### src/rtl/change_dispenser_pkg.sv
// Shared types and constants for the change dispenser: FSM states, change codes
// and coin values expressed in 5-unit steps.
package change_dispenser_pkg;

  typedef enum logic [2:0] {
    ST_IDLE    = 3'd0,
    ST_SELECT  = 3'd1,
    ST_REQ     = 3'd2,
    ST_RELEASE = 3'd3,
    ST_DONE    = 3'd4,
    ST_FAULT   = 3'd5
  } state_e;

  localparam logic [1:0] NONE    = 2'b00;
  localparam logic [1:0] FIVE    = 2'b01;
  localparam logic [1:0] TEN     = 2'b10;
  localparam logic [1:0] ILLEGAL = 2'b11;

  localparam logic [1:0] COIN5_VAL  = 2'd1;
  localparam logic [1:0] COIN10_VAL = 2'd2;

  // Amount owed for a change code, in 5-unit steps.
  function automatic logic [1:0] change_units(input logic [1:0] code);
    logic [1:0] units;
    case (code)
      FIVE:    units = COIN5_VAL;
      TEN:     units = COIN10_VAL;
      default: units = 2'd0;
    endcase
    return units;
  endfunction

endpackage

### src/rtl/change_dispenser_stock_counter.sv
// Saturating coin inventory counter; a simultaneous increment and decrement
// cancel out, and the count never wraps in either direction.
module stock_counter #(
  parameter int          W    = 8,
  parameter int unsigned INIT = 0
) (
  input  logic         clk,
  input  logic         rst,
  input  logic         srst,
  input  logic         inc,
  input  logic         dec,
  output logic [W-1:0] count
);

  // Inventory register: load on reset, otherwise saturating up/down.
  always_ff @(posedge clk or negedge rst) begin
    if (!rst) begin
      count <= W'(INIT);
    end else if (srst) begin
      count <= W'(INIT);
    end else if (inc && !dec) begin
      if (count != {W{1'b1}}) begin
        count <= count + W'(1);
      end
    end else if (dec && !inc) begin
      if (count != {W{1'b0}}) begin
        count <= count - W'(1);
      end
    end
  end

endmodule

### src/rtl/change_dispenser.sv
// Coin change dispenser: pays 5 or 10 units from two coin hoppers with a
// request/acknowledge handshake, tracks inventory and flags hopper jams.
module change_dispenser
  import change_dispenser_pkg::*;
#(
  parameter int STOCK_W = 8,
  parameter int INIT5   = 10,
  parameter int INIT10  = 10,
  parameter int ACK_TMO = 255
) (
  input  logic               clk,
  input  logic               rst,
  input  logic               vend,
  input  logic [1:0]         change,
  input  logic               hop_ack,
  input  logic               refill5,
  input  logic               refill10,
  input  logic               clr_jam,
  output logic               coin5_req,
  output logic               coin10_req,
  output logic               busy,
  output logic               done,
  output logic               short,
  output logic               overrun,
  output logic               bad_code,
  output logic               jam,
  output logic [STOCK_W-1:0] stock5,
  output logic [STOCK_W-1:0] stock10
);

  localparam int TMO_W = (ACK_TMO > 1) ? $clog2(ACK_TMO) : 1;
  localparam logic [TMO_W-1:0] TMO_LAST = TMO_W'(ACK_TMO - 1);

  state_e           state_r;
  logic [1:0]       rst_sync_r;
  logic             srst_s;
  logic [1:0]       rem_r;
  logic             first_r;
  logic [TMO_W-1:0] tmo_r;
  logic             coin5_req_r;
  logic             coin10_req_r;
  logic             busy_r;
  logic             done_r;
  logic             short_r;
  logic             overrun_r;
  logic             bad_code_r;
  logic             jam_r;
  logic             ack_s;
  logic             dec5_s;
  logic             dec10_s;
  logic             feasible_s;

  assign coin5_req  = coin5_req_r;
  assign coin10_req = coin10_req_r;
  assign busy       = busy_r;
  assign done       = done_r;
  assign short      = short_r;
  assign overrun    = overrun_r;
  assign bad_code   = bad_code_r;
  assign jam        = jam_r;

  // Reset release synchroniser; logic stays in reset until two edges have passed.
  always_ff @(posedge clk or negedge rst) begin
    if (!rst) begin
      rst_sync_r <= 2'b00;
    end else begin
      rst_sync_r <= {rst_sync_r[0], 1'b1};
    end
  end

  assign srst_s  = ~rst_sync_r[1];
  assign ack_s   = (state_r == ST_REQ) && hop_ack;
  assign dec5_s  = ack_s && coin5_req_r;
  assign dec10_s = ack_s && coin10_req_r;

  // Can the outstanding amount be paid from current stock at all.
  always_comb begin
    feasible_s = 1'b0;
    case (rem_r)
      COIN10_VAL: feasible_s = (stock10 != {STOCK_W{1'b0}}) || (stock5 > STOCK_W'(1));
      COIN5_VAL:  feasible_s = (stock5 != {STOCK_W{1'b0}});
      default:    feasible_s = 1'b0;
    endcase
  end

  stock_counter #(.W(STOCK_W), .INIT(INIT5)) u_stock5 (
    .clk   (clk),
    .rst   (rst),
    .srst  (srst_s),
    .inc   (refill5),
    .dec   (dec5_s),
    .count (stock5)
  );

  stock_counter #(.W(STOCK_W), .INIT(INIT10)) u_stock10 (
    .clk   (clk),
    .rst   (rst),
    .srst  (srst_s),
    .inc   (refill10),
    .dec   (dec10_s),
    .count (stock10)
  );

  // Dispense FSM with all status outputs registered.
  always_ff @(posedge clk or negedge rst) begin
    if (!rst) begin
      state_r      <= ST_IDLE;
      rem_r        <= 2'd0;
      first_r      <= 1'b0;
      tmo_r        <= {TMO_W{1'b0}};
      coin5_req_r  <= 1'b0;
      coin10_req_r <= 1'b0;
      busy_r       <= 1'b0;
      done_r       <= 1'b0;
      short_r      <= 1'b0;
      overrun_r    <= 1'b0;
      bad_code_r   <= 1'b0;
      jam_r        <= 1'b0;
    end else if (srst_s) begin
      state_r      <= ST_IDLE;
      rem_r        <= 2'd0;
      first_r      <= 1'b0;
      tmo_r        <= {TMO_W{1'b0}};
      coin5_req_r  <= 1'b0;
      coin10_req_r <= 1'b0;
      busy_r       <= 1'b0;
      done_r       <= 1'b0;
      short_r      <= 1'b0;
      overrun_r    <= 1'b0;
      bad_code_r   <= 1'b0;
      jam_r        <= 1'b0;
    end else begin
      done_r     <= 1'b0;
      short_r    <= 1'b0;
      bad_code_r <= 1'b0;
      overrun_r  <= vend && (state_r != ST_IDLE);
      // A jam raised below in the same cycle overrides this clear.
      if (clr_jam) begin
        jam_r <= 1'b0;
      end
      case (state_r)
        ST_IDLE: begin
          if (vend) begin
            if ((change == FIVE) || (change == TEN)) begin
              rem_r   <= change_units(change);
              first_r <= 1'b1;
              busy_r  <= 1'b1;
              state_r <= ST_SELECT;
            end else if (change == ILLEGAL) begin
              bad_code_r <= 1'b1;
            end
          end
        end
        ST_SELECT: begin
          if (first_r && (jam_r || !feasible_s)) begin
            short_r <= 1'b1;
            state_r <= ST_FAULT;
          end else begin
            first_r <= 1'b0;
            tmo_r   <= {TMO_W{1'b0}};
            state_r <= ST_REQ;
            if ((rem_r == COIN10_VAL) && (stock10 != {STOCK_W{1'b0}})) begin
              coin10_req_r <= 1'b1;
            end else begin
              coin5_req_r <= 1'b1;
            end
          end
        end
        ST_REQ: begin
          if (hop_ack) begin
            coin5_req_r  <= 1'b0;
            coin10_req_r <= 1'b0;
            rem_r        <= rem_r - (coin10_req_r ? COIN10_VAL : COIN5_VAL);
            state_r      <= ST_RELEASE;
          end else if (tmo_r == TMO_LAST) begin
            coin5_req_r  <= 1'b0;
            coin10_req_r <= 1'b0;
            jam_r        <= 1'b1;
            rem_r        <= 2'd0;
            busy_r       <= 1'b0;
            state_r      <= ST_IDLE;
          end else begin
            tmo_r <= tmo_r + TMO_W'(1);
          end
        end
        ST_RELEASE: begin
          if (!hop_ack) begin
            if (rem_r == 2'd0) begin
              done_r  <= 1'b1;
              state_r <= ST_DONE;
            end else begin
              state_r <= ST_SELECT;
            end
          end
        end
        ST_DONE: begin
          busy_r  <= 1'b0;
          state_r <= ST_IDLE;
        end
        ST_FAULT: begin
          rem_r   <= 2'd0;
          busy_r  <= 1'b0;
          state_r <= ST_IDLE;
        end
        default: begin
          coin5_req_r  <= 1'b0;
          coin10_req_r <= 1'b0;
          rem_r        <= 2'd0;
          busy_r       <= 1'b0;
          state_r      <= ST_IDLE;
        end
      endcase
    end
  end

endmodule

### config.mk
export PLATFORM = sky130hd
export DESIGN_NAME = change_dispenser
export DESIGN_NICKNAME = d
export VERILOG_FILES = /design/src/rtl/change_dispenser_pkg.sv /design/src/rtl/change_dispenser_stock_counter.sv /design/src/rtl/change_dispenser.sv
export SDC_FILE = /design/constraint.sdc
export NUM_CORES = 1
export LEC_CHECK = 0
export CAP_MARGIN = 40
export CORE_MARGIN = 2
export CORE_UTILIZATION = 45
export DETAILED_ROUTE_END_ITERATION = 10
export GPL_ROUTABILITY_DRIVEN = 1
export HOLD_SLACK_MARGIN = 0.15
export PLACE_DENSITY = 0.67
export SYNTH_ARGS = -nofsm -noshare
export SYNTH_HDL_FRONTEND = slang
export SYNTH_SLANG_ARGS = --single-unit
### constraint.sdc
create_clock -name clk -period 4 [get_ports clk]
set_input_delay 0.8 -clock clk [delete_from_list [all_inputs] [get_ports clk]]
set_output_delay 0.8 -clock clk [all_outputs]
set_load 0.02 [all_outputs]
Word-level counts from Yosys, hierarchy flattened
Cells that the tools add are included.
{"block": "word_totals", "latch_bits": 0, "elab_cells": 160, "memories": 0, "register_bits": 40, "ram_bits": 0, "romBits": 0}
{"block": "classes", "n_lt_le_gt_ge": 1, "n_addsub": 6, "reduce_logical": 35, "shifts": 0, "muxes": 69, "div": 0, "n_mul": 0, "eq_ne": 34, "n_bitwise": 0}
{"operator": "$mux 8", "n": 14}
{"operator": "$mux 1", "n": 32}
{"operator": "$ne 3x3->1 const B", "n": 10}
{"operator": "$add 8x1->8 const B", "n": 3}
{"operator": "$mux 3", "n": 8}
{"operator": "$reduce_and 4->1", "n": 6}
{"operator": "$ne 3x1->1 const B", "n": 6}
{"operator": "$ne 8x8->1 const B", "n": 2}
{"operator": "$pmux 8 s2", "n": 1}
{"operator": "$reduce_bool 8->1", "n": 2}
{"operator": "$sub 8x1->8 const B", "n": 2}
{"operator": "$mux 2", "n": 6}
{"operator": "$pmux 3 s4", "n": 1}
{"operator": "$logic_and 1x1->1", "n": 10}
{"operator": "$pmux 1 s3", "n": 3}
{"operator": "$eq 8x8->1 const B", "n": 1}
{"operator": "$gt 8x1->1 const B", "n": 1}
{"operator": "$eq 2x2->1 const B", "n": 3}
{"operator": "$eq 3x2->1 const B", "n": 2}
{"operator": "$eq 3x3->1 const B", "n": 2}
{"operator": "$ne 2x2->1 const B", "n": 3}
{"operator": "$pmux 2 s3", "n": 1}
{"operator": "$reduce_and 3->1", "n": 2}
{"operator": "$logic_not 1->1", "n": 5}
{"operator": "other kinds (15)", "n": 19}

Depth between registers and ports, before layout
{"block": "depth", "depth_word": 9, "mapped_depth": 9}

Cells and area by module
Synthesis repeated with hierarchy kept, for this count alone.
{"block": "hier_totals", "cells_unflattened": 328, "hier_area_um2": 3059.2}
{"module": "change_dispenser", "cells_each": 170, "area_each_um2": 1651.6, "instances": 1, "seq_area_each_um2": 600.6}
{"module": "stock_counter (u_stock10)", "cells_each": 79, "area_each_um2": 705.7, "instances": 1, "seq_area_each_um2": 202.7}
{"module": "stock_counter (u_stock5)", "cells_each": 79, "area_each_um2": 701.9, "instances": 1, "seq_area_each_um2": 202.7}

Worst setup path after synthesis
No wires, ideal clock.
{"block": "synth_timing", "path_type": "input to register", "startpoint": "input hop_ack", "endpoint": "register u_stock10.count[7]", "t_required_ps": 3880, "setup_time_ps": 120, "cell_stages": 8, "path_slack_ps": 1092, "arrival_ps": 2788, "path_buffers": 0, "cell_sequence": "nor4bb_1 > a21o_1 > ha_1 > a21o_1 > a31o_2 > a2111oi_0 > a211o_1 > nand2_1"}
{"block": "synth_via", "elab_chain_cells": 6}
{"item": "start, declared", "line_no": "change_dispenser.sv:15", "text": "input logic hop_ack,"}
{"item": "$logic_and 1x1->1 *", "line_no": "change_dispenser.sv:72", "text": "assign ack_s = (state_r == ST_REQ) && hop_ack;"}
{"item": "$logic_and 1x1->1 *", "line_no": "change_dispenser.sv:74", "text": "assign dec10_s = ack_s && coin10_req_r;"}
{"item": "$logic_not 1->1", "line_no": "change_dispenser_stock_counter.sv:21", "text": "end else if (inc && !dec) begin"}
{"item": "$logic_and 1x1->1", "line_no": "change_dispenser_stock_counter.sv:21"}
{"item": "$ne 3x3->1 (no line), or another cell as far along"}
{"item": "$reduce_and 3->1 (no line) / $mux 8 (equally long branches)"}
{"item": "end signal, assigned", "line_no": "change_dispenser_stock_counter.sv:20", "text": "count <= W'(INIT);"}
{"item": "end signal, assigned", "line_no": "change_dispenser_stock_counter.sv:23", "text": "count <= count + W'(1);"}
{"item": "end signal, assigned", "line_no": "change_dispenser_stock_counter.sv:27", "text": "count <= count - W'(1);"}
{"item": "end, declared", "line_no": "change_dispenser_stock_counter.sv:12", "text": "output logic [W-1:0] count"}
Mark *: on every way between the ends. The rest lies on a longest branch, timed or not.
A chain may end at the register's enable or synchronous reset.

Worst setup path after layout
Same ends and word-level chain as after synthesis.

==> summary.md <==
| Metric | Value |
|---|---|
| Run status | finished clean |
| Synth Warn # | 0 |
| Worst IR Drop VDD | 189.6 uV |
| Most used cell, CP | a21o_1 |
| GP Congestion | around 0.86 |
| Seq cells post-synth | 40 |
| Core ar. | 5886 um^2 |
| I/O Buffers | 32 |
| Std cell rows | 28 |
| Final antenna-violating net count | 0 |
| Clock Skews | 0.004718 ns |
| WS Path Type | in2reg |
| Final count of pins violating max slew | 0 |
| Vias in the first global route | 2189 |
| Critical Path RT | 4.19 ns |
| Synth Instances | 298 |
| Period utilization | 84.48% |
| Chip Width | ~80 um |
| Syn-to-layout area delta | 18.93% |
| Crit path launch type | input pin |
| Clock Sink Count | 40 |
| CP bufs+invs | 1 |
| Root buf cell | clkbuf_8 |
| Crit path depth | 9 |
| Pwr/cell area | ~370 nW/um^2 |
| Mapped Nets | roughly 330 |
| Worst-skew pair later-pin latency | 0.30 ns |
| DRT iter0 DRCs | between 100 and 150 |
| Hold Fails Final Rpt | 0 |
| Top_reg_cell synth | dfrtp_1 |
| R2R depth | 8 |
| PostCTS Resize Cnt | 0 |
| Crit path max fanout | 5 |
| Worst slew pin tran | a little over 0.6 ns |
| Cell taking the most area after synthesis | dfrtp_1 |
| Clock buffer depth | 2 |
| Hpwl dp | between 4000 and 5000 um |
| Vias | about 2400 |
| Global-route wire length before repair | 10250 um |
| Vias/cell | 5.773 |
| Crit path capture type | flop |
| Initial DRT Pass Iterations | 4 |
| Ordered cell list for the critical path | clkdlybuf4s50_1, nor4bb_1, a21o_1, ha_1, a21o_1, a31o_2, a2111oi_0, a211o_1, nand2_1 |
| Setup TNS | 0 ns |
| CP delay by family, top | compound AO/OA/AOI/OAI gates |
| Layout cells sized above 1 | 8.982% |
| DR WL/cell | 15.14 um |
| Sequential-to-total area share from yosys stat | a little under two fifths |
| CTS tree | built |
| DRC | 0 |
| Clock transition at path regs | around 0.08 ns |
| # nets final | 362 |
| Total grt overflow | 0 |
| Post-Route Utilization | between 50% and 60% |
| Distinct cells, synth | 63 |
| Die area | slightly below 7000 um^2 |
| EDFF count, synth | 0 |
| Slowest-stage cell, CP | a2111oi_0 |
| Post-CTS Setup Bufs | 0 |
| Total wire length | approximately 6200 um |
| Mean Syn Cell Area | approximately 9.2 um^2 |
| Critical path arrival | between 3 and 4 ns |
| Synth top area share | approximately a third |
| Post-layout min period | roughly 3.4 ns |
| Unrepaired setup endpoints after global routing | false |
| Hold Buf Count CTS | 0 |
| Setup violators final | 0 |
| Top cells by area, synth | dfrtp_1 33%, ha_1 8.7%, nand2_1 4.1% |
| Largest net degree at the start of global routing | 30 |
| Critical Path Max Stage Delay | roughly 0.6 ns |
| Hold crit path type | reg2reg |
| H-tree depth | 2 |
| Async S/R FF share, synth | 100.0% |
| Initial antenna violation count | 0 |
| Slew margin rel. | approximately three fifths |
| Maximum clock frequency | a little under 0.3 GHz |
| Starting density of the core | between 40% and 50% |
| Max-cap violations | 0 |
| Total global-route track usage | about a fifth |
| N_diodes | 0 |
| Syn Std Cell Area | ~2700 um^2 |
| Die Ht | 81.98 um |
| IO Pins | 33 |
| CTS Buf Count | 5 |
| Lkg Pwr | between 0.001 and 0.0015 uW |
| Hold path cells | 0 |
-- final timing paths --
path                               start                  to  slack [ns]
min in group asynchronous            rst   u_stock5.count[2]        0.38
min                        rst_sync_r[0]       rst_sync_r[1]        0.36
max in group asynchronous            rst  u_stock10.count[3]        3.09
max                              hop_ack  u_stock10.count[7]        0.62
min reg2reg                rst_sync_r[0]       rst_sync_r[1]        0.36
max reg2reg                   state_r[0]  u_stock10.count[7]        0.93
-- cell families (layout without fill, tap and decap cells) --
kind of cell	count (synthesis)	after routing	share of synthesized area, %
AO/OA/AOI/OAI	75	75	20.99
XOR/XNOR	8	8	2.561
flip-flops	40	40	36.76
buffers and inverters	22	58	3.292
AND/OR/NAND/NOR	119	119	21.95
multiplexers	13	13	4.893
adder cells (fa/ha/maj)	20	20	9.419
other	1	1	0.1370
-- layer usage --
layer  global-route usage, %  share of wire [%]
met5                       0                  0
met3                   3.626                3.5
met2                   31.38                 46
met4                   5.000                1.2
met1                   27.59                 49
-- layout by cell type, fill, tap and decap left out, drive strengths merged, types with 5 or more instances in the layout --
| cell type | n |
|---|---|
| nor2 | 28 |
| ha | 19 |
| inv | 12 |
| buf | 6 |
| nor3 | 10 |
| nand2b | 9 |
| o21ai | 11 |
| nand4 | 7 |
| nand2 | 30 |
| a21o | 5 |
| and3 | 6 |
| clkdlybuf4s50 | 31 |
| xnor2 | 7 |
| mux2i | 10 |
| a211oi | 5 |
| dfrtp | 36 |
| nand3 | 11 |
| clkbuf | 8 |
| a21oi | 15 |
-- synth_stat cells, types with 2 or more instances --
library cell	instances
o21ai_0	7
mux2_2	2
inv_1	12
nor2_1	28
dfrtp_1	36
o211ai_1	4
buf_2	3
a21o_1	5
or4_1	2
nor2b_1	3
a21oi_1	15
mux2i_1	10
o31ai_1	4
nand2_1	30
o21ai_1	2
dfstp_2	4
nor4_1	2
nand4_1	7
and3_1	6
a22oi_2	4
o21ai_2	2
nor3_1	10
nor4b_1	2
and2_1	2
a31oi_1	4
xnor2_1	7
a211oi_1	5
ha_1	19
o21a_1	4
o311a_1	2
clkbuf_1	5
nand2b_1	9
nand3_1	11
-- power by group --
part           total, uW  switching (uW)  internal, uW
logic                393             218           175
clock network        306             148           158
registers            501            54.5           446
total               1200             421           779
-- per-stage QoR --
step / instances / setup slack [ns] / total power (uW) / instance area, um^2 / hold WS (ns)
after floorplan: 298 / 1.092 / 768.1 / 2736 / 0.3312
after global placement: 400 / 0.3907 / 890.2 / 3134 / 0.3343
after detailed placement: 401 / 0.3668 / 899.1 / 3154 / 0.3412
after CTS: 409 / 0.6449 / 1204 / 3254 / 0.3597
after global routing: 409 / 0.4427 / 1273 / 3254 / 0.3789
final: 409 / 0.6206 / 1200 / 3254 / 0.3595
-- sequential cells by signal, summed over array words and instances (netlist names), 2 cells and up --
signal / count
state_r: 3
tmo_r: 8
rem_r: 2
u_stock10.count: 8
rst_sync_r: 2
u_stock5.count: 8
-- cell type report --
type	count	area, um^2
clock buffer	8	100.1
fill	545	2631
inverter	13	48.80
multi-input combinational	236	1640
sequential	40	1006
tap	75	93.84
timing repair buffer	37	365.4
(Power assumes the default switching activity.)
